**src/rtl/bulk_transfer.sv**
```systemverilog
// USB bulk endpoint transaction engine: sequences OUT data reception and IN data
// transmission with DATA0/DATA1 toggle tracking, handshakes and timeouts.
module bulk_transfer #(
  parameter int MAX_PKT = 512,
  parameter int TIMEOUT = 1024
) (
  input  logic       clock,
  input  logic       reset_n,
  input  logic       blk_start_i,
  input  logic       blk_tok_in_i,
  input  logic       blk_clear_i,
  output logic       blk_done_o,
  output logic       blk_error_o,
  input  logic       hsk_recv_i,
  input  logic [1:0] hsk_type_i,
  output logic       hsk_send_o,
  input  logic       hsk_sent_i,
  output logic [1:0] hsk_type_o,
  input  logic       usb_recv_i,
  input  logic [1:0] usb_type_i,
  output logic       usb_send_o,
  input  logic       usb_busy_i,
  input  logic       usb_sent_i,
  output logic [1:0] usb_type_o,
  input  logic       usb_tvalid_i,
  output logic       usb_tready_o,
  input  logic       usb_tlast_i,
  input  logic [7:0] usb_tdata_i,
  output logic       m_tvalid_o,
  output logic       m_tlast_o,
  output logic [7:0] m_tdata_o,
  input  logic       out_ready_i,
  output logic       out_drop_o,
  input  logic       s_tvalid_i,
  output logic       s_tready_o,
  input  logic       s_tlast_i,
  input  logic [7:0] s_tdata_i,
  output logic       usb_tvalid_o,
  input  logic       usb_tready_i,
  output logic       usb_tlast_o,
  output logic [7:0] usb_tdata_o,
  input  logic       in_avail_i,
  output logic       in_ack_o
);

  localparam int CW = $clog2(MAX_PKT + 1);
  localparam int TW = $clog2(TIMEOUT + 1);
  localparam logic [1:0] ACK = 2'b00;
  localparam logic [1:0] NAK = 2'b10;

  typedef enum logic [2:0] {IDLE, RXDAT, TXHSK, TXDAT, RXHSK} state_t;

  state_t        state, state_d;
  logic          tog_out, tog_out_d, tog_in, tog_in_d;
  logic [CW-1:0] byte_cnt, byte_cnt_d;
  logic [TW-1:0] tmo, tmo_d;
  logic          hsk_send_d, usb_send_d;
  logic [1:0]    hsk_type_d, usb_type_d;
  logic          done_d, error_d, in_ack_d, drop_d;
  logic          rxdat, txdat, byte_acc, tmo_hit;

  assign rxdat    = (state == RXDAT);
  assign txdat    = (state == TXDAT);
  assign byte_acc = rxdat & usb_tvalid_i;
  assign tmo_hit  = (tmo == TW'(TIMEOUT - 1));

  // Data paths are pure wires, gated by the owning state.
  assign usb_tready_o = rxdat;
  assign m_tvalid_o   = usb_tvalid_i & rxdat;
  assign m_tlast_o    = usb_tlast_i;
  assign m_tdata_o    = usb_tdata_i;
  assign s_tready_o   = usb_tready_i & txdat;
  assign usb_tvalid_o = s_tvalid_i & txdat;
  assign usb_tlast_o  = s_tlast_i;
  assign usb_tdata_o  = s_tdata_i;

  always_comb begin
    state_d    = state;
    tog_out_d  = tog_out;
    tog_in_d   = tog_in;
    byte_cnt_d = byte_cnt;
    tmo_d      = '0;
    hsk_send_d = hsk_send_o;
    hsk_type_d = hsk_type_o;
    usb_send_d = usb_send_o;
    usb_type_d = usb_type_o;
    done_d     = 1'b0;
    error_d    = 1'b0;
    in_ack_d   = 1'b0;
    drop_d     = 1'b0;
    case (state)
      IDLE: begin
        byte_cnt_d = '0;
        if (blk_start_i) begin
          if (!blk_tok_in_i) begin
            state_d = RXDAT;
          end else if (in_avail_i) begin
            state_d    = TXDAT;
            usb_send_d = 1'b1;
            usb_type_d = {tog_in, 1'b0};
          end else begin
            state_d    = TXHSK;
            hsk_type_d = NAK;
          end
        end
      end
      RXDAT: begin
        tmo_d = tmo + 1'b1;
        if (byte_acc) begin
          tmo_d      = '0;
          byte_cnt_d = byte_cnt + 1'b1;
        end
        if (byte_acc && byte_cnt == CW'(MAX_PKT)) begin
          state_d = IDLE;
          error_d = 1'b1;
          drop_d  = 1'b1;
        end else if (usb_recv_i) begin
          state_d    = TXHSK;
          hsk_type_d = ACK;
          if (!out_ready_i) begin
            hsk_type_d = NAK;
            drop_d     = 1'b1;
          end else if (usb_type_i == {tog_out, 1'b0}) begin
            tog_out_d = ~tog_out;
          end else begin
            drop_d = 1'b1;  // host retried a packet we already accepted
          end
        end else if (!byte_acc && tmo_hit) begin
          state_d = IDLE;
          error_d = 1'b1;
          drop_d  = 1'b1;
        end
      end
      TXHSK: begin
        if (hsk_send_o && hsk_sent_i) begin
          hsk_send_d = 1'b0;
          done_d     = 1'b1;
          state_d    = IDLE;
        end else begin
          hsk_send_d = 1'b1;
        end
      end
      TXDAT: begin
        if (usb_busy_i) usb_send_d = 1'b0;
        if (usb_sent_i) begin
          usb_send_d = 1'b0;
          state_d    = RXHSK;
        end
      end
      RXHSK: begin
        tmo_d = tmo + 1'b1;
        if (hsk_recv_i) begin
          state_d = IDLE;
          if (hsk_type_i == ACK) begin
            tog_in_d = ~tog_in;
            in_ack_d = 1'b1;
            done_d   = 1'b1;
          end else begin
            error_d = 1'b1;
          end
        end else if (tmo_hit) begin
          state_d = IDLE;
          error_d = 1'b1;
        end
      end
      default: state_d = IDLE;
    endcase
    if (blk_clear_i) begin
      tog_out_d = 1'b0;
      tog_in_d  = 1'b0;
    end
    if (state_d != state) tmo_d = '0;
  end

  always_ff @(posedge clock or negedge reset_n) begin
    if (!reset_n) begin
      state       <= IDLE;
      tog_out     <= 1'b0;
      tog_in      <= 1'b0;
      byte_cnt    <= '0;
      tmo         <= '0;
      hsk_send_o  <= 1'b0;
      hsk_type_o  <= ACK;
      usb_send_o  <= 1'b0;
      usb_type_o  <= 2'b00;
      blk_done_o  <= 1'b0;
      blk_error_o <= 1'b0;
      in_ack_o    <= 1'b0;
      out_drop_o  <= 1'b0;
    end else begin
      state       <= state_d;
      tog_out     <= tog_out_d;
      tog_in      <= tog_in_d;
      byte_cnt    <= byte_cnt_d;
      tmo         <= tmo_d;
      hsk_send_o  <= hsk_send_d;
      hsk_type_o  <= hsk_type_d;
      usb_send_o  <= usb_send_d;
      usb_type_o  <= usb_type_d;
      blk_done_o  <= done_d;
      blk_error_o <= error_d;
      in_ack_o    <= in_ack_d;
      out_drop_o  <= drop_d;
    end
  end

endmodule

```
**config.mk**
```make
export PLATFORM = sky130hd
export DESIGN_NAME = bulk_transfer
export DESIGN_NICKNAME = d
export VERILOG_FILES = /design/src/rtl/bulk_transfer.sv
export SDC_FILE = /design/constraint.sdc
export NUM_CORES = 1
export LEC_CHECK = 0
export BUFFER_PORTS_ARGS = -buffer_cell sky130_fd_sc_hd__buf_2
export CAP_MARGIN = 20
export CELL_PAD_IN_SITES_DETAIL_PLACEMENT = 1
export CELL_PAD_IN_SITES_GLOBAL_PLACEMENT = 2
export CORE_UTILIZATION = 32
export DETAILED_ROUTE_END_ITERATION = 8
export GPL_ROUTABILITY_DRIVEN = 0
export GPL_TIMING_DRIVEN = 0
export HOLD_SLACK_MARGIN = 0.02
export MAX_ROUTING_LAYER = met4
export PLACE_DENSITY = 0.95
export SLEW_MARGIN = 20
export SYNTH_ARGS = -nofsm -noshare
export SYNTH_HDL_FRONTEND = slang
export SYNTH_SLANG_ARGS = --single-unit
```
**constraint.sdc**
```tcl
create_clock -name clock -period 3.75 [get_ports clock]
set_input_delay 0.75 -clock clock [delete_from_list [all_inputs] [get_ports clock]]
set_output_delay 0.75 -clock clock [all_outputs]
set_load 0.1 [all_outputs]
```
# --- After elaboration in Yosys (flattened, before gate mapping) ---
# Cells that the tools add are included.
word_totals:
  reg_bits: 35
  latch_bits: 0
  mem_bits_rw: 0
  rom_bits: 0
  out_inout_bits: 32
  mem_count: 0
op_classes:
  addsub: 2
  mul: 0
  div_mod_pow: 0
  n_lt_le_gt_ge: 0
  eq_ne: 17
  shifts: 0
  muxes: 57
  bitwise: 5
  n_reduce_logical: 21
op_table:
  columns: ["operator", "count"]
  rows:
  - ["2-to-1 mux 1 bit", 32]
  - ["2-to-1 mux 3 bit", 8]
  - ["2-to-1 mux 11 bit", 2]
  - ["case mux 11 bit (2 select lines)", 1]
  - ["case mux 10 bit (2 select lines)", 1]
  - ["nonzero test 2 bit", 9]
  - ["case mux 3 bit (5 select lines)", 1]
  - ["2-to-1 mux 2 bit", 7]
  - ["!= test 2 bit, second input constant", 7]
  - ["adder 11 x 1 -> 11 bit, second input constant", 1]
  - ["equality test 11 x 10 -> 1 bit, second input constant", 1]
  - ["adder 10 x 1 -> 10 bit, second input constant", 1]
  - ["equality test 10 bit, second input constant", 1]
  - ["2-to-1 mux 10 bit", 1]
  - ["AND reduction 5 bit", 2]
  - ["equality test 3 x 2 -> 1 bit, second input constant", 2]
  - ["case mux 1 bit (2 select lines)", 3]
  - ["AND reduction 6 bit", 1]
  - ["case mux 2 bit (2 select lines)", 1]
  - ["AND reduction 4 bit", 1]
  - ["AND 1 bit", 3]
  - ["equality test 3 x 1 -> 1 bit, second input constant", 1]
  - ["equality test 3 bit, second input constant", 1]
  - ["logical AND 1 bit", 3]
  - ["other kinds (10)", 11]

# --- Logic depth before layout (Yosys ltp) ---
# Gate-level depths: netlist of the first run.
logic_depth:
  ltp_word: 10
  depth_mapped: 7
  mapped_depth_nobuf: 6

# --- Worst setup path before layout of the first run ---
# No wires, ideal clock.
synth_timing:
  path_type: "flip-flop to output port"
  start: "register state[2]"
  end: "output port s_tready_o"
  arrival_ps: 1611
  required_ps: 3000
  setup_slack_ps: 1389
  stages_incl_launch_ff: 4
  cell_sequence: "dfrtp_1 -> buf_2 -> nor2b_1 -> and3_1"
synth_between:
  elab_chain_len: 2
synth_lines:
  columns: ["element", "line_no", "rtl"]
  rows:
  - ["from (decl)", "53", "state_t state, state_d;"]
  - ["from (signal assigned)", "191", "state <= state_d;"]
  - ["equality test 3 x 2 -> 1 bit", "63", "assign txdat = (state == TXDAT);"]
  - ["AND 1 bit", "72", "assign s_tready_o = usb_tready_i & txdat;"]
  - ["to (decl)", "35", "output logic s_tready_o,"]
# Every way passes these cells.

# --- Worst setup path in the final report of the first run ---
layout_timing:
  start: "register state[0]"
  end: "output port usb_tready_o"
layout_between:
  elab_chain_len: 1
layout_lines:
  columns: ["element", "line_no", "rtl"]
  rows:
  - ["equality test 3 x 1 -> 1 bit", "62", "assign rxdat = (state == RXDAT);"]
  - ["to (decl)", "26", "output logic usb_tready_o,"]
# Every way passes these cells.

==> results_dict.tcl, run 1 <==
set metrics [dict create \
    antenna_found_initial 0 \
    dp_slack_ps 1270 \
    synth_warnings 0 \
    met2_length_mm 2.51 \
    layout-drive-gt1-share_pct 35.0 \
    cp.arrival_ps 1870 \
    cts_resized 0 \
    m1WireLength_mm 2.34 \
    finalSetupViolations 0 \
    htreeDepth 2 \
    hp-start "usb_send_o$_DFFE_PN0P_" \
    timing.final.crit_period_ps 2620 \
    synth-seq-cells 34 \
    placed_cells 343 \
    first_pass_iters 4 \
    finalClockSkew_ps 9.89 \
    area_growth_pct 20.4 \
    hold_violations 0 \
    synth_flop_cell "dfrtp_1" \
    io_buffers 48 \
    cts_tree "built" \
    drv_cap 0 \
    cts_hold_buf 0 \
    worstSetupEndpointType "output port" \
    grt_pass1_wl_mm 8.83 \
    drv_slew 0 \
    vdd_ir_drop_max_mv 0.289 \
    grtUsageTotal_pct 16.5 \
    netlist_area_mm2 0.00211 \
    initial_core_util_pct 33.2 \
    rows 29 \
    cts.clk_slew.worst_paths_ps 80 \
    worst_pin_slew_ps 783 \
    routed_wl_mm 5.23 \
    ant_nets 0 \
    synth_edf_count 0 \
    dieArea_mm2 0.00691 \
    ys_seq_area_share_pct 40.4 \
    grt-ovfl-total 0 \
    async_flop_share_pct 100 \
    dpl.hpwl_mm 3.95 \
    syn_avg_cell_area_um2 9.70 \
    path_buf_inv 3 \
    clock_path_buffers 2 \
    grt_max_degree 35 \
    cpPeakStageDelay_ps 450 \
    diodes 0 \
    tns_ps 0 \
    fin_crit_sh_pct 69.9 \
    drt_iter0_drc 27 \
    place_area_mm2 0.00245 \
    synth_cells 217 \
    wire_per_inst_um 14.9 \
    crit_chain "buf_6 -> clkbuf_1 -> and2_1 -> buf_2" \
    pin_count 69 \
    finalPower_mw 1.50 \
    critPathRequiredTime_ps 3000 \
    grt_pass1_vias 1820 \
    min_path_type "reg2reg" \
    fmax_mhz 382 \
    status "finished, final reports clean" \
    wl_met3_um 255 \
    clock_latency_ps 300 \
    numCtsBuffers 5 \
    yosysUniqueCellTypes 56 \
    startpoint "state[0]$_DFF_PN0_" \
    ctsRootBufferMaster "clkbuf_8" \
    fp.dieH_um 83.1 \
    finalNonFillerCells 351 \
    setup_ws_ps 1130 \
    vias_per_cell 5.12 \
    fp.dieW_um 83.1 \
    path_class "reg2out" \
    remaining_drc_errors 0 \
    core_area_mm2 0.00635 \
    top_layer "met4" \
    startpoint_type "flip-flop" \
    p_leak_nw 1.20 \
    reg2reg_from "byte_cnt[2]$_DFFE_PN0P_" \
    rsz0062_at_grt "false" \
    final_cell_area_mm2 0.00254 \
    final_nets 313 \
    slew-limit-headroom_pct 47.8 \
    path_max_fanout 10 \
    path_delay_family "buffers and inverters" \
    crit_slowest_cell "buf_2" \
    vias 1797 \
    post_cts_buffers 0 \
    cts_num_sinks 34 \
    power_density_mw_per_mm2 592 \
]
==> cells in the mapped netlist, drive strengths merged (3+ instances only) <==
| cell type | n | area [um^2] |
|---|---|---|
| xnor2 | 4 | 35.0 |
| nand2b | 3 | 18.8 |
| nand2 | 18 | 67.6 |
| o21ai | 6 | 30.0 |
| clkbuf | 4 | 15.0 |
| buf | 25 | 196 |
| nor3 | 4 | 25.0 |
| dfrtp | 34 | 851 |
| xor2 | 10 | 87.6 |
| nand3 | 11 | 60.1 |
| nand4 | 9 | 56.3 |
| ha | 3 | 37.5 |
| and3 | 6 | 37.5 |
| a31oi | 3 | 18.8 |
| or3b | 3 | 26.3 |
| a21oi | 8 | 51.3 |
| nor2b | 3 | 18.8 |
| nor4 | 6 | 37.5 |
| nor3b | 4 | 35.0 |
| nor4b | 4 | 56.3 |
| inv | 6 | 22.5 |
| and2 | 5 | 31.3 |
| nor2 | 11 | 41.3 |
==> layout make-up <==
type / instances / area (um^2)
Tap cell: 77 / 96.3
Multi-Input combinational cell: 148 / 1020
Sequential cell: 34 / 851
Fill cell: 760 / 3810
Timing Repair Buffer: 48 / 240
Buffer: 29 / 211
Clock buffer: 5 / 68.8
Inverter: 7 / 27.5
Clock inverter: 3 / 21.3
==> worst paths after layout <==
kind	end	slack, ps	cells after the start
max	usb_tready_o	1130	4
min	usb_send_o$_DFFE_PN0P_	520	2
max reg2reg	tmo[1]$_DFF_PN0_	1860	5
min reg2reg	usb_send_o$_DFFE_PN0P_	520	2
max in group asynchronous	byte_cnt[1]$_DFFE_PN0P_	2720	1
min in group asynchronous	tmo[8]$_DFF_PN0_	530	1
==> tightest hold or removal path, delay by kind of cell (launching register included) <==
kind / cells / cell delay (ps)
compound gates: 1 / 60
flops: 1 / 370
simple gates: 1 / 50
==> cell families after synthesis <==
family | Yosys count | share of synthesized area, %
compound gates | 30 | 10.1
xor+xnor | 14 | 5.82
fa+ha+maj | 3 | 1.78
buf+inv | 36 | 11.3
flops | 34 | 40.4
mux | 4 | 2.02
other cells | 1 | 0.178
simple gates | 95 | 28.3
==> through the flow <==
step / hold slack (ps) / util (%)
after CTS: 528 / 39.9
after global placement: 503 / 38.5
after floorplan: 454 / -
final: 522 / 39.9
after detailed placement: 508 / 38.5
after global routing: 558 / 39.9
==> cell usage in the layout (no fill, tap or decap), drive strengths merged, types with 3 or more instances in the layout <==
cell    instances
ha              3
nand4           9
nor3b           4
dfrtp          34
o21ai           6
a31oi           3
xor2           10
nor4            6
and3            6
inv             6
nor2           11
nand2          18
clkinv          3
buf            73
or3b            3
clkbuf          9
nor4b           4
and2            5
nand2b          3
xnor2           4
nor3            4
nand3          11
a21oi           8
nor2b           3
==> sequential cells by signal, indices dropped and copies added, names as in the netlist <==
name / flops
tog_in: 1
state: 3
usb_type_o: 1
tmo: 11
usb_send_o: 1
hsk_type_o: 1
blk_done_o: 1
tog_out: 1
out_drop_o: 1
hsk_send_o: 1
blk_error_o: 1
in_ack_o: 1
byte_cnt: 10
==> report_power, final <==
group	total (mW)	switching, mW	internal (mW)
Sequential	0.437	0.0301	0.407
Clock	0.287	0.156	0.131
Combinational	0.777	0.570	0.206
==> metal layers <==
layer	up-vias	track usage, %
met2	57	26.2
met5	-	-
li1	857	-
met1	875	20.0
met4	0	7.52
met3	8	3.68
(Power assumes the default switching activity.)
==> run 2, diff against run 1 <==
--- a/config.mk
+++ b/config.mk
@@ -9,13 +9,13 @@
 export CAP_MARGIN = 20
 export CELL_PAD_IN_SITES_DETAIL_PLACEMENT = 1
 export CELL_PAD_IN_SITES_GLOBAL_PLACEMENT = 2
-export CORE_UTILIZATION = 32
+export CORE_UTILIZATION = 27
 export DETAILED_ROUTE_END_ITERATION = 8
 export GPL_ROUTABILITY_DRIVEN = 0
 export GPL_TIMING_DRIVEN = 0
 export HOLD_SLACK_MARGIN = 0.02
 export MAX_ROUTING_LAYER = met4
-export PLACE_DENSITY = 0.95
+export PLACE_DENSITY = 0.87
 export SLEW_MARGIN = 20
 export SYNTH_ARGS = -nofsm -noshare
 export SYNTH_HDL_FRONTEND = slang
==> constraint.sdc (replaced) <==
create_clock -name clock -period 2.35 [get_ports clock]
set_input_delay 0.47 -clock clock [delete_from_list [all_inputs] [get_ports clock]]
set_output_delay 0.47 -clock clock [all_outputs]
set_load 0.1 [all_outputs]
==> run 2 against run 1 <==
  * Clock power up 65%
  * Highest routed layer unchanged
  * Largest power group unchanged
  * Clock skew about the same
  * Global-route usage down 2.4 points
  * Cell count up 6.3%
  * Setup slack worse by 990 ps
  * Final area up 1.7%
  * Register-to-register slack worse by 1400 ps
  * Largest cell class unchanged
  * Critical path type unchanged
==> results_dict.tcl, run 2 (same netlist as run 1, synthesis figures left out) <==
set metrics [dict create \
    setup_ws_ps 145 \
    fp.dieH_um 90.3 \
    final_common_cell "buf_2" \
    drv_cap 0 \
    fin_crit_sh_pct 93.8 \
    grtUsageTotal_pct 14.1 \
    finalPower_mw 2.42 \
    cts_tree "built" \
    cp.arrival_ps 1740 \
    placed_cells 365 \
    path_max_fanout 10 \
    final_cell_mix "buf_2 (46), dfrtp_1 (34), buf_4 (24)" \
    top_register "tmo" \
    slew-limit-headroom_pct 47.3 \
    grt_pass1_wl_mm 8.96 \
    initial_core_util_pct 28.4 \
    p_leak_nw 1.20 \
    p_sw_share_pct 49.5 \
    grt-ovfl-total 0 \
    path_class "reg2out" \
    grt_pass1_vias 1791 \
    core_area_mm2 0.00741 \
    seqPwrFrac_pct 28.8 \
    worstSetupEndpointType "output port" \
    dieArea_mm2 0.00816 \
    clkPwrFrac_pct 19.6 \
    p_comb_share_pct 51.6 \
    startpoint_type "flip-flop" \
    htreeDepth 2 \
    ctsRootBufferMaster "clkbuf_8" \
    clock_path_buffers 2 \
    p_switching_mw 1.20 \
    fp.dieW_um 90.3 \
    remaining_drc_errors 0 \
    ant_nets 0 \
    timing.final.crit_period_ps 2210 \
    largest_reg_flops 11 \
    vias_per_cell 4.79 \
    cts_hold_buf 0 \
    grt_max_degree 35 \
    rows 31 \
    dpl.hpwl_mm 4.02 \
    diodes 0 \
    final_nets 313 \
    cts.clk_slew.worst_paths_ps 80 \
    clock_latency_ps 290 \
    dp_slack_ps 303 \
    pin_count 69 \
    numCtsBuffers 5 \
    cts_num_sinks 34 \
    worst_pin_slew_ps 791 \
    finalClockSkew_ps 10.0 \
    fmax_mhz 454 \
    area_growth_pct 22.5 \
    vdd_ir_drop_max_mv 0.487 \
    p_int_mw 1.22 \
    wire_per_inst_um 14.2 \
    drv_slew 0 \
    tns_ps 0 \
    vias 1786 \
    routed_wl_mm 5.29 \
    antenna_found_initial 0 \
    io_buffers 48 \
    status "finished, final reports clean" \
    first_pass_iters 4 \
    finalNonFillerCells 373 \
    finalSetupViolations 0 \
    drt_iter0_drc 44 \
    rsz0062_at_grt "false" \
    min_path_type "in2async" \
    layout-drive-gt1-share_pct 35.4 \
    hold_violations 0 \
    biggestRegsByFlops "tmo (11), byte_cnt (10), state (3)" \
    power_density_mw_per_mm2 938 \
    critPathRequiredTime_ps 1880 \
]
[run 2: cell count changes in the layout (fill, tap and decap cells not counted)]
cell	before	now
nor2b_1	3	2
clkinv_4	1	0
clkbuf_8	5	6
buf_4	21	24
nor2b_2	0	1
buf_2	49	46
[run 2: per-layer routing]
layer,GRT usage (%),part of all wire [%]
met1,18.1,48
met2,21.9,46
met3,3.03,4.5
met4,5.24,1.4
met5,-,0
[run 2: power by group through the flow]
stage / Combinational [mW] / Clock (mW) / Sequential (mW)
2_1_floorplan: 0.773 / 0 / 0.937
3_3_place_gp: 1.23 / 0 / 0.707
3_5_place_dp: 1.25 / 0 / 0.708
4_1_cts: 1.26 / 0.492 / 0.698
5_1_grt: 1.34 / 0.518 / 0.709
6_report: 1.25 / 0.474 / 0.697
[run 2: final timing paths]
kind,from,end,slack (ps),cells past startpoint
worst max register to register,byte_cnt[2]$_DFFE_PN0P_,tmo[8]$_DFF_PN0_,450,5
worst min-delay path,reset_n,byte_cnt[3]$_DFFE_PN0P_,250,1
max in group asynchronous,reset_n,hsk_type_o[1]$_DFFE_PN0P_,1590,1
worst min register to register,usb_type_o[1]$_DFFE_PN0P_,usb_type_o[1]$_DFFE_PN0P_,530,1
worst max-delay path,state[0]$_DFF_PN0_,usb_tready_o,140,4
min in group clock,blk_clear_i,tog_out$_DFFE_PN0P_,350,2
[run 2: repair_timing]
item / 4_1_cts / 5_1_grt
resized for setup: 3 / 1
pin swaps: 0 / 0
setup endpoints to repair: 3 / 2
buffers inserted: 0 / 0
[run 2: cell type report]
type | instances | area, um^2
Fill cell | 888 | 4830
Multi-Input combinational cell | 148 | 1020
Sequential cell | 34 | 851
Timing Repair Buffer | 48 | 248
Buffer | 29 | 211
Tap cell | 99 | 124
Clock buffer | 6 | 82.6
Inverter | 7 | 27.5
Clock inverter | 2 | 12.5
[run 2: critical path, stage by stage (launching register included)]
cell and delay (ps):
dfrtp_1 370, buf_6 150, clkbuf_1 340, and2_1 250, buf_4 310
[run 2: through the flow]
step / hold slack [ps] / cell area, um^2 / util (%)
after floorplan: 174 / 2110 / -
after global placement: 503 / 2470 / 33.4
after detailed placement: 504 / 2470 / 33.4
after CTS: 282 / 2580 / 34.8
after global routing: 298 / 2580 / 34.8
final: 252 / 2580 / 34.8
